## src/rtl/instr_fetch_unit.sv

```systemverilog
// -----------------------------------------------------------------------------
// instr_fetch_unit
//
// Instruction fetch stage for a single-cycle RISC-V core. Holds the PC, owns
// the on-chip instruction memory, and presents the instruction at PC to the
// decoders every cycle. A program is first streamed in through a valid/ready
// loader port; execution then runs until a fault (or, optionally, an ecall).
//
// Optional feature macro:
//   IFU_HALT_ON_ECALL_EN - when defined, an unstalled ecall (32'h0000_0073)
//                          in RUN halts the unit cleanly (fault stays 0).
//
// Parameters:
//   IMEM_DEPTH  instruction memory size in 32-bit words (power of two, 4..1024)
//   RESET_PC    PC on reset and on entry to RUN (word aligned, inside memory)
//
// Ports:
//   clk, rst     clock; asynchronous active-high reset
//   load_valid   loader presents load_data
//   load_data    program word
//   load_ready   unit accepts a word this cycle
//   load_done    loader finished, start execution
//   stall        hold the PC for this cycle (PCSrc ignored)
//   PCSrc        branch taken
//   ImmExt       sign-extended branch offset
//   PC           current instruction address
//   PCPlus4      PC + 4
//   Instr        instruction at PC, NOP when instr_valid = 0
//   instr_valid  Instr is a real fetched instruction
//   halted       unit is in HALT
//   fault        sticky: halt caused by a misaligned / out-of-range PC
//   state_dbg    current FSM state (0 = LOAD, 1 = RUN, 2 = HALT)
//
// Loader handshake: a word is transferred on a rising edge where both
// load_valid and load_ready are high. load_ready never depends on load_valid;
// the loader may hold load_valid high and stream one word per cycle.
// -----------------------------------------------------------------------------
module instr_fetch_unit #(
    parameter int          IMEM_DEPTH = 64,
    parameter logic [31:0] RESET_PC   = 32'h0000_0000
) (
    input  logic        clk,
    input  logic        rst,
    input  logic        load_valid,
    input  logic [31:0] load_data,
    output logic        load_ready,
    input  logic        load_done,
    input  logic        stall,
    input  logic        PCSrc,
    input  logic [31:0] ImmExt,
    output logic [31:0] PC,
    output logic [31:0] PCPlus4,
    output logic [31:0] Instr,
    output logic        instr_valid,
    output logic        halted,
    output logic        fault,
    output logic [1:0]  state_dbg
);

    localparam int          AW      = $clog2(IMEM_DEPTH);
    localparam logic [AW:0] DEPTH_W = (AW + 1)'(IMEM_DEPTH);
    localparam logic [31:0] NOP     = 32'h0000_0013;
    localparam logic [31:0] ECALL   = 32'h0000_0073;

    typedef enum logic [1:0] {
        S_LOAD = 2'd0,
        S_RUN  = 2'd1,
        S_HALT = 2'd2
    } state_t;

    state_t      state;
    logic [AW:0] wr_ptr;      // next write address; equals DEPTH when full
    logic [AW:0] prog_len;    // words loaded, latched on load_done
    logic [31:0] pc;
    logic        fault_q;

    // Not reset: program contents survive rst by design.
    logic [31:0] imem [IMEM_DEPTH];

    logic        transfer;
    logic [AW:0] len_next;
    logic [31:0] rd_word;
    logic [31:0] pc_seq;
    logic [31:0] pc_cand;
    logic        cand_bad;
    logic        is_ecall;

    assign load_ready = (state == S_LOAD) && (wr_ptr < DEPTH_W);
    assign transfer   = load_valid && load_ready;

    // A word accepted in the same cycle as load_done counts toward prog_len.
    assign len_next = wr_ptr + (AW + 1)'(transfer);

    // Asynchronous read: fetch latency is zero.
    assign rd_word = imem[pc[AW+1:2]];

    assign pc_seq  = pc + 32'd4;
    assign pc_cand = PCSrc ? (pc + ImmExt) : pc_seq;

    // Word index compared against the loaded length; a negative wrap lands on
    // a huge index and is caught by the same test.
    assign cand_bad = (pc_cand[1:0] != 2'b00) || (pc_cand[31:2] >= 30'(prog_len));

`ifdef IFU_HALT_ON_ECALL_EN
    assign is_ecall = (rd_word == ECALL);
`else
    assign is_ecall = 1'b0;
`endif

    always_ff @(posedge clk) begin
        if (transfer) begin
            imem[wr_ptr[AW-1:0]] <= load_data;
        end
    end

    always_ff @(posedge clk or posedge rst) begin
        if (rst) begin
            state    <= S_LOAD;
            wr_ptr   <= '0;
            prog_len <= '0;
            pc       <= RESET_PC;
            fault_q  <= 1'b0;
        end else begin
            case (state)
                S_LOAD: begin
                    if (transfer) begin
                        wr_ptr <= wr_ptr + 1'b1;
                    end
                    if (load_done) begin
                        prog_len <= len_next;
                        pc       <= RESET_PC;
                        if (len_next == '0) begin
                            state   <= S_HALT;
                            fault_q <= 1'b1;
                        end else begin
                            state <= S_RUN;
                        end
                    end
                end
                S_RUN: begin
                    if (!stall) begin
                        if (is_ecall) begin
                            state <= S_HALT;
                        end else if (cand_bad) begin
                            // PC keeps the last good address.
                            state   <= S_HALT;
                            fault_q <= 1'b1;
                        end else begin
                            pc <= pc_cand;
                        end
                    end
                end
                S_HALT: begin
                    state <= S_HALT;
                end
                default: begin
                    state <= S_LOAD;
                end
            endcase
        end
    end

    assign PC          = pc;
    assign PCPlus4     = pc_seq;
    assign instr_valid = (state == S_RUN);
    assign Instr       = (state == S_RUN) ? rd_word : NOP;
    assign halted      = (state == S_HALT);
    assign fault       = fault_q;
    assign state_dbg   = state;

endmodule

```

## config.mk

```make
export PLATFORM = sky130hd
export DESIGN_NAME = instr_fetch_unit
export DESIGN_NICKNAME = d
export VERILOG_FILES = /design/src/rtl/instr_fetch_unit.sv
export SDC_FILE = /design/constraint.sdc
export NUM_CORES = 2
export LEC_CHECK = 0
export ABC_CLOCK_PERIOD_IN_PS = 5200
export CAP_MARGIN = 5
export CORE_MARGIN = 2
export CORE_UTILIZATION = 30
export CTS_CLUSTER_SIZE = 28
export DETAILED_ROUTE_END_ITERATION = 12
export GPL_TIMING_DRIVEN = 0
export PLACE_DENSITY_LB_ADDON = 0.08
export SYNTH_ARGS = -nofsm -noshare
export SYNTH_HDL_FRONTEND = slang
export SYNTH_SLANG_ARGS = --single-unit
export TNS_END_PERCENT = 10
```

## constraint.sdc

```tcl
create_clock -name clk -period 5.2 [get_ports clk]
set_input_delay 1.04 -clock clk [delete_from_list [all_inputs] [get_ports clk]]
set_output_delay 1.04 -clock clk [all_outputs]
set_load 0.005 [all_outputs]
```

# [Yosys cells after proc, flatten, opt, wreduce, memory -nomap -nowiden]
# Memory sizes are Yosys's and may differ from the RTL's.
# Index checks and enable logic that the tools add are counted.
[word_totals] input_bits=70 mem_count=1 ramBits=2048 output_inout_bits=102 register_bits=49 wordCells=49
[op_classes] order_cmp=2 eq_ne=7 n_mux=18 reduce_logical=12 n_addsub=4
[mem_list] memory="imem" depth=64 word_bits=32 rd=1 rd_clocked_by_memory_dff=0 write_ports=1 line_no="78" text="logic [31:0] imem [IMEM_DEPTH];"
[ops] op="2-to-1 mux 32 bit" count=5
[ops] op="case mux 32 bit (2 select lines)" count=1
[ops] op="adder 32 x 3 -> 32 bit, second input constant" count=1
[ops] op="adder 32 bit" count=1
[ops] op="greater-or-equal comparator 30 x 7 -> 1 bit" count=1
[ops] op="2-to-1 mux 2 bit" count=4
[ops] op="adder 7 x 1 -> 7 bit" count=1
[ops] op="adder 7 x 1 -> 7 bit, second input constant" count=1
[ops] op="logical NOT 7 bit" count=1
[ops] op="< comparator 7 bit, second input constant" count=1
[ops] op="2-to-1 mux 1 bit" count=6
[ops] op="!= test 2 bit, second input constant" count=3
[ops] op="case mux 2 bit (3 select lines)" count=1
[ops] op="AND reduction 5 bit" count=1
[ops] op="!= test 2 x 1 -> 1 bit, second input constant" count=2
[ops] op="AND reduction 2 bit" count=2
[ops] op="AND reduction 4 bit" count=1
[ops] op="nonzero test 2 bit" count=2
[ops] op="AND reduction 3 bit" count=1
[ops] op="== test 2 x 1 -> 1 bit, second input constant" count=1
[ops] op="== test 2 bit, second input constant" count=1
[ops] op="logical AND 1 bit" count=2
[ops] op="logical NOT 2 bit" count=1
[ops] op="case mux 1 bit (2 select lines)" count=1
[ops] op="logical OR 1 bit" count=1

# [Logic depth before layout (Yosys ltp)]
[depth] depth_word=8 ltp_mapped=19 depth_no_buf=18

# [Least setup slack after synthesis]
# Ideal clock, no wire load.
[synth_path] kind="input -> register" start="input ImmExt[0]" end="register pc[3] (netlist: PC[3])" t_arrival_ns=4.579 cell_stages=19 path_slack_ns=0.496 required_time_ns=5.075 n_path_buf=1 setup_time_ns=0.125 cell_sequence="ha_1 > fa_1 > nand3_1 > a21oi_1 > or3_2 > nand3_1 > nand2_1 > ha_1 > a21oi_1 > nor2b_1 > o21ai_0 > o211ai_1 > nor4_2 > a21bo_2 > nand4b_1 > nor4_2 > and4b_1 > buf_6 > mux2_4"
[synth_via] elab_chain_len=6 elab_cells_between_ends=10 classes_between="add/sub (1); order compare (1); eq/ne (1); mux (4); reduce/logical (3)"
[synth_rtl] item="start: declaration" line_no="50" text="input logic [31:0] ImmExt,"
[synth_rtl] item="adder 32 bit *" line_no="98" text="assign pc_cand = PCSrc ? (pc + ImmExt) : pc_seq;"
[synth_rtl] item="2-to-1 mux 32 bit *" line_no="98"
[synth_rtl] item="greater-or-equal comparator 30 x 7 -> 1 bit / nonzero test 2 bit (equally long branches)" line_no="102" text="assign cand_bad = (pc_cand[1:0] != 2'b00) || (pc_cand[31:2] >= 30'(prog_len));"
[synth_rtl] item="logical OR 1 bit" line_no="102"
[synth_rtl] item="!= test 2 bit (no source line)"
[synth_rtl] item="AND reduction 4 bit (no source line)"
[synth_rtl] item="end signal: assignment" line_no="149" text="pc <= pc_cand;"
[synth_rtl] item="end: declaration" line_no="74" text="logic [31:0] pc;"
# Mark *: on every way between the ends. The rest lies on a longest branch, timed or not. The select of a mux whose other input is x is not followed.
# A chain may end at the register's enable or synchronous reset.

# [Worst setup path after layout]
[layout_path] start="register pc[2] (netlist: PC[2])" end="output Instr[22]"
[layout_via] elab_chain_len=2
[layout_rtl] item="memory read (64 x 32 bit)"
[layout_rtl] item="2-to-1 mux 32 bit" line_no="166" text="assign Instr = (state == S_RUN) ? rd_word : NOP;"
[layout_rtl] item="end: declaration" line_no="53" text="output logic [31:0] Instr,"
# Every way passes these cells.

==> metrics.txt <==
Buffers on Ports=170; worst slew pin tran=approximately 1200 ps; Final period util=102%; grt ovf=0; hpwl dp=181 mm; unrepaired setup endpoints after global routing=true; Root Driver=clkbuf_16; Crit path arrival time=approximately 4300 ps; GRT met2 Usage=30.5%; TritonCTS clock tree=yes; Top FF cell, synth=edfxtp_1; share of flip-flops with an asynchronous set or reset=2.34%; outcome=complete, but fails checks; Num CTS Buffers=232; DR WL/cell=~32 um; initial antenna violation count=5; register bit total from synthesis=2097; Starting Density=30.2%; Nets=around 4400; met1 usage=25.7%; Slew HR=18.9%; Final Hold Fails=0; DRC viols=0; worst skew pair latency=roughly 890 ps; share of cells above drive strength 1=33.9%; synth-to-layout area growth=21.7%; vias in the first global route=41900; Required @ worst endpoint=4160 ps; Final WS setup=-98.5 ps; GP Congestion=slightly above 0.8; Fin Clk Skew=58.2 ps; EDFF count, synth=2048; antenna viol nets, final=0; GRT Max-Usage Layer=met2; violated checks=setup timing; MaxCap Viol Count=0; Setup crit start kind=flip-flop; hold_ws=482 ps; Mapped Nets=between 3000 and 4000; Via-to-Cell Ratio=4.99; clk sinks=about 2100; pwr/cell area=366 nW/um2; Post-CTS Hold Buffers=0; Std-Cell Rows=around 190; WS Path Type=flip-flop to output port; warnings from Yosys=0; die span in x=531 um; number of DRC markers in iteration 0=3450; M3 GR Usage=2.20%; synthesized area=between 80000 and 90000 um2; Hold WC Path Type=flip-flop to flip-flop; Worst VDD drop=between 200 and 250 uV; pin count of the biggest net entering global routing=54; Seq/Total Area, Yosys=75.2%; syn_area_per_cell=22.6 um2; core area=about 280000 um2; fmax=189 MHz; Post-Route WL=261 mm; via count=40700; Synth Instances=3697; global router's overall resource usage=between 10% and 20%; Die H=between 500 and 600 um; Reg clk slew, reported paths=around 70 ps; die area=between 200000 and 300000 um2; Leakage=around 31 nW; DR pass1 iterations=5; Longest Clk Path Bufs=4; # setup viols final=19; synth unique cells=83; fin crit period=5300 ps; Slew Limit Fails=0; IO Pins=172; first-pass GRT wire length=362 mm; htree depth=4; Worst Setup End Kind=output port; Critical Path Fanout Max=7; Util after Layout=36.7%
[registers in the layout, summed over array words and instances (netlist names)]
register and count:
state_dbg 2, wr_ptr 7, PC 32, prog_len 7
imem 2048, fault 1
[cell families (layout without fill, tap and decap cells)]
group	after synthesis	after routing	synth area share, %
muxes	694	694	18.5
adders and majority gates	47	47	0.714
xor gates and xnor gates	64	64	0.681
DFF	2097	2097	75.2
AOI/OAI and AO/OA	182	182	1.45
other	0	1	0
and+or+nand+nor	388	388	2.31
buffers and inverters	225	984	1.23
[critical path, stage by stage, from the launching register on]
cell and delay, ps:
dfrtp_2 460, buf_12 180, clkbuf_16 160, buf_16 160, buf_12 130, buf_16 120, buf_6 100, mux4_2 490
mux4_2 600, mux4_2 590, and2_4 220, buf_6 110
[cells in the mapped netlist (all sizes together) (20+ instances only)]
master / count / area share (%)
edfxtp: 2048 / 74
mux4: 672 / 18
clkbuf: 125 / 0.62
nand2: 118 / 0.53
nor2: 108 / 0.49
buf: 76 / 0.49
o21ai: 64 / 0.40
dfrtp: 49 / 1.5
a21oi: 47 / 0.32
ha: 46 / 0.69
and2: 41 / 0.31
xnor2: 34 / 0.37
xor2: 30 / 0.31
nand3: 26 / 0.16
inv: 23 / 0.10
nand4: 20 / 0.16
[final timing paths]
kind                             startpoint     endpoint  slack, ps  cells after the start
worst max register to register        PC[6]        PC[7]        280                     16
worst min-delay path            prog_len[4]  prog_len[4]        480                      2
min in group asynchronous               rst       PC[14]        580                      2
worst min register to register  prog_len[4]  prog_len[4]        480                      2
worst max-delay path                  PC[2]    Instr[22]       -100                     11
max in group asynchronous               rst       PC[26]       3990                      3
[per-layer routing]
| layer | vias to the layer above | routed length, um | part of all wire, % |
|---|---|---|---|
| li1 | 16900 | - | - |
| met1 | 22500 | 118000 | 45 |
| met2 | 1022 | 128000 | 49 |
| met3 | 267 | 10000 | 3.8 |
| met4 | 0 | 5020 | 1.9 |
| met5 | - | 0 | 0 |
[cell type report]
| cell class | count | area [um2] |
|---|---|---|
| Antenna cell | 1 | 2.50 |
| Buffer | 202 | 2070 |
| Clock buffer | 286 | 6090 |
| Clock inverter | 131 | 908 |
| Fill cell | 25200 | 175000 |
| Inverter | 23 | 86.3 |
| Multi-Input combinational cell | 1375 | 20300 |
| Sequential cell | 2097 | 62700 |
| Tap cell | 3705 | 4640 |
| Timing Repair Buffer | 342 | 4760 |
[per-stage QoR]
step / instances / cell area [um2] / setup TNS (ps) / power (W) / setup WS (ps)
2_1_floorplan: 3697 / 83500 / 0 / 0.0204 / 496
3_3_place_gp: 7572 / 89800 / -3049870 / 0.0217 / -2190
3_5_place_dp: 7695 / 92700 / -82660 / 0.0219 / -1770
4_1_cts: 8149 / 101000 / -3490 / 0.0376 / -175
5_1_grt: 8162 / 102000 / -2820 / 0.0384 / -156
6_report: 8162 / 102000 / -797 / 0.0371 / -98.5
[power by group]
| group | internal (W) | switching [W] | total (W) |
|---|---|---|---|
| clock | 0.00883 | 0.00674 | 0.0156 |
| combinational | 0.000908 | 0.00166 | 0.00257 |
| sequential | 0.0189 | 0.000127 | 0.0190 |
[repair_timing]
item	CTS	global route
pin swaps	0	3
gates cloned	4	0
gates resized for setup	591	24
endpoints found under the setup margin	70	55
setup buffers	33	12
[cells in the final DEF, fill, tap and decap left out, types with 29 or more instances in the layout]
cell / netlist / routed
a21oi_1: 42 / 41
buf_12: 0 / 113
buf_16: 0 / 35
buf_2: 27 / 44
buf_4: 6 / 36
buf_6: 9 / 56
clkbuf_1: 120 / 82
clkbuf_16: 0 / 245
clkbuf_2: 0 / 29
clkbuf_4: 0 / 34
clkdlybuf4s50_1: 0 / 106
clkinv_1: 0 / 71
clkinv_2: 0 / 42
dfrtp_1: 49 / 47
edfxtp_1: 2048 / 2048
ha_1: 46 / 46
mux4_2: 672 / 672
nand2_1: 117 / 117
nor2_1: 108 / 44
nor2_4: 0 / 64
o21ai_0: 60 / 59
xnor2_1: 33 / 33
xor2_1: 30 / 30
Note: power is estimated with default switching activity, not from simulation.
